<file path="src/rtl/ac_stream_sequencer.sv">
// Byte-stream sequencer for the Aho-Corasick matcher core: paces EN/INITIALIZE per byte,
// samples the core's match result and queues {position, id} reports for a valid/ready sink.
module ac_stream_sequencer #(
    parameter int DATA_W    = 8,
    parameter int ID_W      = 4,
    parameter int POS_W     = 16,
    parameter int MATCH_LAT = 1,
    parameter int RPT_DEPTH = 4
) (
    input  logic              CLK,
    input  logic              RST,
    input  logic              START,
    input  logic [POS_W-1:0]  LEN,
    output logic              BUSY,
    output logic              DONE,
    input  logic              S_VALID,
    input  logic [DATA_W-1:0] S_DATA,
    output logic              S_READY,
    output logic              CORE_EN,
    output logic              CORE_INITIALIZE,
    output logic [DATA_W-1:0] CORE_STRING,
    input  logic              CORE_MATCH,
    input  logic [ID_W-1:0]   CORE_MATCH_ID,
    output logic              M_VALID,
    output logic [POS_W-1:0]  M_POS,
    output logic [ID_W-1:0]   M_ID,
    input  logic              M_READY
);

    localparam logic [2:0] S_IDLE  = 3'd0;
    localparam logic [2:0] S_FETCH = 3'd1;
    localparam logic [2:0] S_FEED  = 3'd2;
    localparam logic [2:0] S_WAIT  = 3'd3;
    localparam logic [2:0] S_INIT  = 3'd4;
    localparam logic [2:0] S_DRAIN = 3'd5;
    localparam logic [2:0] S_FIN   = 3'd6;

    localparam int AW  = $clog2(RPT_DEPTH);
    localparam int CW  = AW + 1;
    localparam int WCW = $clog2(MATCH_LAT + 1);
    localparam logic [WCW-1:0] WAIT_LAST = WCW'((MATCH_LAT > 1) ? MATCH_LAT - 2 : 0);

    logic [2:0]        state_q, state_d;
    logic [POS_W-1:0]  len_q, len_d;
    logic [POS_W-1:0]  pos_q, pos_d;
    logic [DATA_W-1:0] str_q, str_d;
    logic [WCW-1:0]    wcnt_q, wcnt_d;
    logic              busy_q, done_q, en_q, init_q;

    logic [POS_W-1:0]  pos_mem [RPT_DEPTH];
    logic [ID_W-1:0]   id_mem  [RPT_DEPTH];
    logic [AW-1:0]     wr_q, rd_q;
    logic [CW-1:0]     cnt_q, cnt_d;
    logic              push, pop;

    // Only the INIT cycle samples the core; FETCH gating guarantees a free slot here.
    assign push    = (state_q == S_INIT) && CORE_MATCH;
    assign M_VALID = (cnt_q != '0);
    assign pop     = M_VALID && M_READY;
    assign S_READY = (state_q == S_FETCH) && (cnt_q < CW'(RPT_DEPTH));
    assign cnt_d   = cnt_q + CW'(push) - CW'(pop);

    always_comb begin
        state_d = state_q;
        len_d   = len_q;
        pos_d   = pos_q;
        str_d   = str_q;
        wcnt_d  = wcnt_q;
        case (state_q)
            S_IDLE: begin
                if (START) begin
                    len_d   = LEN;
                    pos_d   = '0;
                    state_d = (LEN == '0) ? S_DRAIN : S_FETCH;
                end
            end
            S_FETCH: begin
                if (S_VALID && S_READY) begin
                    str_d   = S_DATA;
                    state_d = S_FEED;
                end
            end
            S_FEED: begin
                wcnt_d  = '0;
                state_d = (MATCH_LAT > 1) ? S_WAIT : S_INIT;
            end
            S_WAIT: begin
                if (wcnt_q == WAIT_LAST) state_d = S_INIT;
                else                     wcnt_d  = wcnt_q + WCW'(1);
            end
            S_INIT: begin
                if (pos_q == len_q - POS_W'(1)) begin
                    state_d = S_DRAIN;
                end else begin
                    pos_d   = pos_q + POS_W'(1);
                    state_d = S_FETCH;
                end
            end
            // Look at the post-edge count so a pop this cycle lets FIN follow immediately.
            S_DRAIN: if (cnt_d == '0) state_d = S_FIN;
            S_FIN:   state_d = S_IDLE;
            default: state_d = S_IDLE;
        endcase
    end

    always_ff @(posedge CLK) begin
        if (RST) begin
            state_q <= S_IDLE;
            len_q   <= '0;
            pos_q   <= '0;
            str_q   <= '0;
            wcnt_q  <= '0;
            busy_q  <= 1'b0;
            done_q  <= 1'b0;
            en_q    <= 1'b0;
            init_q  <= 1'b0;
        end else begin
            state_q <= state_d;
            len_q   <= len_d;
            pos_q   <= pos_d;
            str_q   <= str_d;
            wcnt_q  <= wcnt_d;
            busy_q  <= (state_d != S_IDLE);
            done_q  <= (state_d == S_FIN);
            en_q    <= (state_d == S_FEED);
            init_q  <= (state_d == S_INIT);
        end
    end

    always_ff @(posedge CLK) begin
        if (RST) begin
            wr_q  <= '0;
            rd_q  <= '0;
            cnt_q <= '0;
        end else begin
            cnt_q <= cnt_d;
            if (push) wr_q <= wr_q + AW'(1);
            if (pop)  rd_q <= rd_q + AW'(1);
        end
    end

    always_ff @(posedge CLK) begin
        if (push) begin
            pos_mem[wr_q] <= pos_q;
            id_mem[wr_q]  <= CORE_MATCH_ID;
        end
    end

    assign BUSY            = busy_q;
    assign DONE            = done_q;
    assign CORE_EN         = en_q;
    assign CORE_INITIALIZE = init_q;
    assign CORE_STRING     = str_q;
    assign M_POS           = pos_mem[rd_q];
    assign M_ID            = id_mem[rd_q];

endmodule

</file>
<file path="config.mk">
export PLATFORM = sky130hd
export DESIGN_NAME = ac_stream_sequencer
export DESIGN_NICKNAME = d
export VERILOG_FILES = /design/src/rtl/ac_stream_sequencer.sv
export SDC_FILE = /design/constraint.sdc
export NUM_CORES = 1
export LEC_CHECK = 0
export BUFFER_PORTS_ARGS = -buffer_cell sky130_fd_sc_hd__buf_2
export CAP_MARGIN = 5
export CORE_ASPECT_RATIO = 0.9
export CORE_MARGIN = 1
export CORE_UTILIZATION = 58
export CTS_CLUSTER_DIAMETER = 120
export DETAILED_ROUTE_END_ITERATION = 8
export PLACE_DENSITY = 0.89
export SKIP_CTS_REPAIR_TIMING = 1
export SYNTH_ARGS = -nofsm -noshare
export SYNTH_HDL_FRONTEND = slang
export SYNTH_SLANG_ARGS = --single-unit
</file>
<file path="constraint.sdc">
create_clock -name CLK -period 4.25 [get_ports CLK]
set_clock_uncertainty 0.1 [all_clocks]
set_input_delay 0.85 -clock CLK [delete_from_list [all_inputs] [get_ports CLK]]
set_output_delay 0.85 -clock CLK [all_outputs]
set_load 0.01 [all_outputs]
</file>
== Yosys cells after proc, flatten, opt, wreduce, memory -nomap -nowiden ==
Memory sizes are Yosys's and may differ from the RTL's. A register that Yosys moved wholly into a read port is not among the register bits.
Cells that the tools add are included.

* Add/sub/neg operators: 7
* Multipliers: 0
* Div/mod/pow operators: 0
* Order comparisons: 1
* Equal/unequal tests: 11
* Shift operators: 0
* Muxes and demuxes: 18
* Bitwise gates (word level): 0
* Reductions and logical operators: 14

{| class="wikitable"
|+ Operator list
! kind !! count
|-
| 2-to-1 mux 16 bit || 2
|-
| one-hot mux 16 bit (2 select lines) || 1
|-
| 2-to-1 mux 3 bit || 6
|-
| one-hot mux 3 bit (6 select lines) || 1
|-
| adder 16 x 1 -> 16 bit (second input constant) || 1
|-
| equality test 16 bit || 1
|-
| zero test 16 bit || 1
|-
| subtractor 16 x 1 -> 16 bit (second input constant) || 1
|-
| equality test 3 bit (second input constant) || 4
|-
| equality test 3 x 2 -> 1 bit (second input constant) || 3
|-
| 2-to-1 mux 2 bit || 4
|-
| zero test 3 bit || 2
|-
| nonzero test 3 bit || 2
|-
| adder 2 x 1 -> 2 bit (second input constant) || 2
|-
| logical AND 1 bit || 4
|-
| != test 2 bit (second input constant) || 2
|-
| AND reduction 2 bit || 2
|-
| nonzero test 2 bit || 2
|-
| adder 3 x 1 -> 3 bit || 1
|-
| equality test 3 x 1 -> 1 bit (second input constant) || 1
|-
| < comparator 3 bit (second input constant) || 1
|-
| 2-to-1 mux 1 bit || 3
|-
| AND reduction 3 bit || 1
|-
| subtractor 3 x 1 -> 3 bit || 1
|-
| 2 further kinds || 2
|}

* Register bits: 55
* Bits in latches: 0
* RAM bits: 80
* Memory bits (read-only): 0
* Input bits: 34
* Output and inout bits: 34
* Logic and storage cells: 65
* Memories kept: 2

{| class="wikitable"
|+ Memories
! name !! depth !! bits a word !! read ports !! clocked after Yosys merged registers in !! wr ports !! RTL line !! RTL
|-
| pos_mem || 4 || 16 || 1 || 1 || 1 || 50 || <nowiki>logic [POS_W-1:0] pos_mem [RPT_DEPTH];</nowiki>
|-
| id_mem || 4 || 4 || 1 || 1 || 1 || 51 || <nowiki>logic [ID_W-1:0] id_mem [RPT_DEPTH];</nowiki>
|}

== Logic depth before layout (Yosys ltp) ==
* Word-level depth: 8
* Gate-level depth with buffers: 14
* Depth with buffers taken out: 12

== Worst setup path before layout ==
Ideal clock, no wire load.

* Path type: input port to flip-flop
* From: input CORE_MATCH
* To: register done_q (netlist: DONE)
* Setup time: 65 ps
* Arrival time: 2,879 ps
* Required time: 4,085 ps
* Slack: 1,206 ps
* Stages: 12
* Path buffers: 1
* Cell sequence: and3_1 -> clkbuf_1 -> inv_1 -> ha_1 -> inv_1 -> ha_1 -> fa_1 -> xnor2_1 -> nand3_1 -> a21boi_0 -> nor2b_1 -> nor2b_1

* Word-level cells in the longest chain between the ends: 7

{| class="wikitable"
|+ Ends and longest elaborated chain
! item !! RTL line !! RTL
|-
| start: declaration || 22 || <nowiki>input logic CORE_MATCH,</nowiki>
|-
| logical AND 1 bit || 57 || <nowiki>assign push = (state_q == S_INIT) && CORE_MATCH;</nowiki>
|-
| adder 3 x 1 -> 3 bit || 61 || <nowiki>assign cnt_d = cnt_q + CW'(push) - CW'(pop);</nowiki>
|-
| subtractor 3 x 1 -> 3 bit || 61 ||
|-
| zero test 3 bit || 100 || <nowiki>S_DRAIN: if (cnt_d == '0) state_d = S_FIN;</nowiki>
|-
| 2-to-1 mux 3 bit || 100 ||
|-
| one-hot mux 3 bit (6 select lines) || 69 || <nowiki>case (state_q)</nowiki>
|-
| equality test 3 bit || 124 || <nowiki>done_q <= (state_d == S_FIN);</nowiki>
|-
| end signal: assignment || 124 ||
|-
| end: declaration || 48 || <nowiki>logic busy_q, done_q, en_q, init_q;</nowiki>
|}

No other way between the ends.
A chain may end at the register's enable or synchronous reset.

== Final worst setup path ==
* From: register len_q[1]
* To: register pos_q[12]

* Word-level cells in the longest chain between the ends: 4

{| class="wikitable"
|+ Ends and longest elaborated chain
! item !! RTL line !! RTL
|-
| start: declaration || 44 || <nowiki>logic [POS_W-1:0] len_q, len_d;</nowiki>
|-
| start signal: assignment || 119 || <nowiki>len_q <= len_d;</nowiki>
|-
| subtractor 16 x 1 -> 16 bit || 92 || <nowiki>if (pos_q == len_q - POS_W'(1)) begin</nowiki>
|-
| equality test 16 bit || 92 ||
|-
| != test 2 bit (no source line) || -- ||
|-
| AND reduction 3 bit (no source line) || -- ||
|-
| end signal: assignment || 120 || <nowiki>pos_q <= pos_d;</nowiki>
|-
| end: declaration || 45 || <nowiki>logic [POS_W-1:0] pos_q, pos_d;</nowiki>
|}

No other way between the ends.

==> results.cfg <==
[detailed_routing]
first_iter_violations = 319
viasPerCell = 6.07
drc = 0
post_drt_wl_per_cell_um = 18.4
ant_nets = 0
dr.pass1.iters = 5
drt_wl_total_um = 12400
vias = 4083

[synthesis]
netlist_top_cells_area = edfxtp_1 41%, dfxtp_1 19%, mux4_2 7.6%
synth_area_leader_cell = edfxtp_1
synth-warning-count = 0
synth-seq-cells = 136
synthesis.area_um2 = 5920
syn-num-nets = 515
synth-edff-count = 80
synth.distinct_cells = 55
synthesis.area_per_instance_um2 = 12.5
synth_top_area_frac = 0.406
ys_seq_area_frac = 0.595
synthFlopType = edfxtp_1
synthArstFlopShare = 0
syn_inst = 472

[sta]
rsz0062_at_grt = no
fmax_ghz = 0.297
holdWs_ns = 0.379
hold_violations = 0
fin_setup_tns_ns = 0
period_share = 0.792
drv_slew = 0
max-slew-margin-rel = 0.275
layout_min_cycle_time_ns = 3.36
tightest_slew_ns = 1.09
finalSetupViolCount = 0

[worst_setup_path]
crit_family = simple AND/OR/NAND/NOR gates
critPathArrivalTime_ns = 3.60
path_buf_inv = 1
reg2reg_depth = 10
crit_type = flop to flop
endpoint_kind = flop
cp_slowest_cell = nor2_1
max_stage_delay_ns = 0.59
path_cells = inv_1, ha_1, or4bb_1, a211oi_1, nand4_1, nor4_2, nand4_1, nor2_1, o31ai_1, a21oi_1
reg2reg_setup_slack_ns = 0.89
timing.rr.end = pos_q[12]$_SDFFE_PP0P_
cp.required_ns = 4.49
startpoint = len_q[1]$_SDFFE_PP0P_
cp-start-kind = flop
crit_fanout = 12
reg2reg_from = len_q[1]$_SDFFE_PP0P_
cp_common_cell = nand4_1

[clocking]
cts.clk_slew.worst_paths_ns = 0.06
insertion_delay_ns = 0.41
htreeDepth = 4
cts_made_buffers = 17
cts_buffer_depth = 2
cts_tree = built
cts-root-buf = clkbuf_16
cts_num_sinks = 136

[floorplan]
rows = 34
fp.dieH_um = 97.8
fp.dieW_um = 108
core_area_um2 = 9780
die-area_um2 = 10600
initial_core_util = 0.605
pin_count = 68

[finish]
drive_above_1_share = 0.229
layout_commonest_cell = edfxtp_1
final_cell_mix = 80 x edfxtp_1, 67 x buf_2, 56 x dfxtp_1, 49 x nand2_1, 36 x nor2_1
n_fill_cell = 667
areaGrowthSynthToFinish_pct = 16.1
layout.nets = 577
antenna_cells = 0
finalNonFillerCells = 673

[min_path]
min_path_cells = 2
hp-class = flop to flop
hp-start = len_q[15]$_SDFFE_PP0P_
min_to = len_q[15]$_SDFFE_PP0P_

[power_and_ir_drop]
cellPowerDensity_nw_per_um2 = 495
p_leak_uw = 0.00254
vdd.ir_drop.worst_uv = 350

[grt]
grtUsageTotal = 0.251
grt_pass1_wl_um = 20100
grt_max_degree = 45
grt_pass1_vias = 4079
antenna_found_initial = 0
grt_overflow = 0

[placed_design]
gp_congestion = 0.943
dp_hpwl_um = 7870
dp.cells = 641
io_buffers = 67

[run_status]
outcome = complete, no violations

[run]
cap_violations = 0
-- power by group --
group / internal (µW) / switching [µW]
clock network: 816 / 587
registers: 1430 / 51.5
logic: 258 / 264
-- metal layers --
| metal | global-route usage | share of wire | vias up |
|---|---|---|---|
| li1 | - | - | 1884 |
| met1 | 0.316 | 0.41 | 1976 |
| met2 | 0.420 | 0.51 | 204 |
| met3 | 0.0634 | 0.072 | 19 |
| met4 | 0.0852 | 0.012 | 0 |
| met5 | 0 | 0 | - |
-- Yosys cell counts, drive strengths merged (3+ instances only) --
cell type	number
edfxtp	80
dfxtp	56
nand2	49
nor2	36
a21oi	26
mux4	20
clkbuf	19
xnor2	19
mux2i	14
nand3	12
nor3	11
nor4	11
inv	10
o21ai	10
and3	9
or3	9
xor2	9
ha	8
and2	6
buf	6
a31oi	5
nor2b	5
or4	5
nand4	4
a41o	3
and4	3
-- through the flow --
step                area, µm²  setup slack, ns  utilization  power, µW
floorplan                5920             1.21            -       1890
global placement         6300             1.10        0.644       2010
detailed placement       6300            0.898        0.644       2030
CTS                      6870            0.985        0.702       3420
global route             6870            0.571        0.702       3540
finish                   6870            0.886        0.702       3400
-- how the worst max path moves through the flow --
stage,to,slack (ns),depth (start not counted)
finish,pos_q[12]$_SDFFE_PP0P_,0.89,10
global route,pos_q[6]$_SDFFE_PP0P_,0.57,10
CTS,DONE$_SDFF_PP0_,0.99,12
detailed placement,DONE$_SDFF_PP0_,0.90,12
global placement,DONE$_SDFF_PP0_,1.10,12
floorplan,DONE$_SDFF_PP0_,1.21,12
-- kinds of logic after synthesis --
family	count (synthesis)	synth area share
simple gates	169	0.149
xor+xnor	29	0.0452
fa+ha+maj	9	0.0203
buf+inv	35	0.0258
mux	34	0.0998
compound gates	60	0.0645
flops	136	0.595
-- registers in the layout (all words and copies together) (netlist names), named ones only --
signal	flops
state_q	3
DONE	1
wr_q	2
CORE_STRING	8
id_mem	16
len_q	16
CORE_EN	1
pos_q	16
pos_mem	64
BUSY	1
CORE_INITIALIZE	1
cnt_q	3
rd_q	2
-- area by class of cell --
type / count / area [µm²] / share of cell area
Clock buffer: 17 / 425 / 0.0619
Tap cell: 126 / 158 / 0.0229
Sequential cell: 136 / 3520 / 0.513
Inverter: 10 / 37.5 / 0.00546
Clock inverter: 15 / 144 / 0.0209
Multi-Input combinational cell: 301 / 2240 / 0.326
Timing Repair Buffer: 68 / 343 / 0.0499
-- worst min-delay path, cell delays in order (launching register included) --
cell and delay, ns:
dfxtp_1 0.32, nand2_1 0.06, a21oi_1 0.06
(Power assumes the default switching activity.)
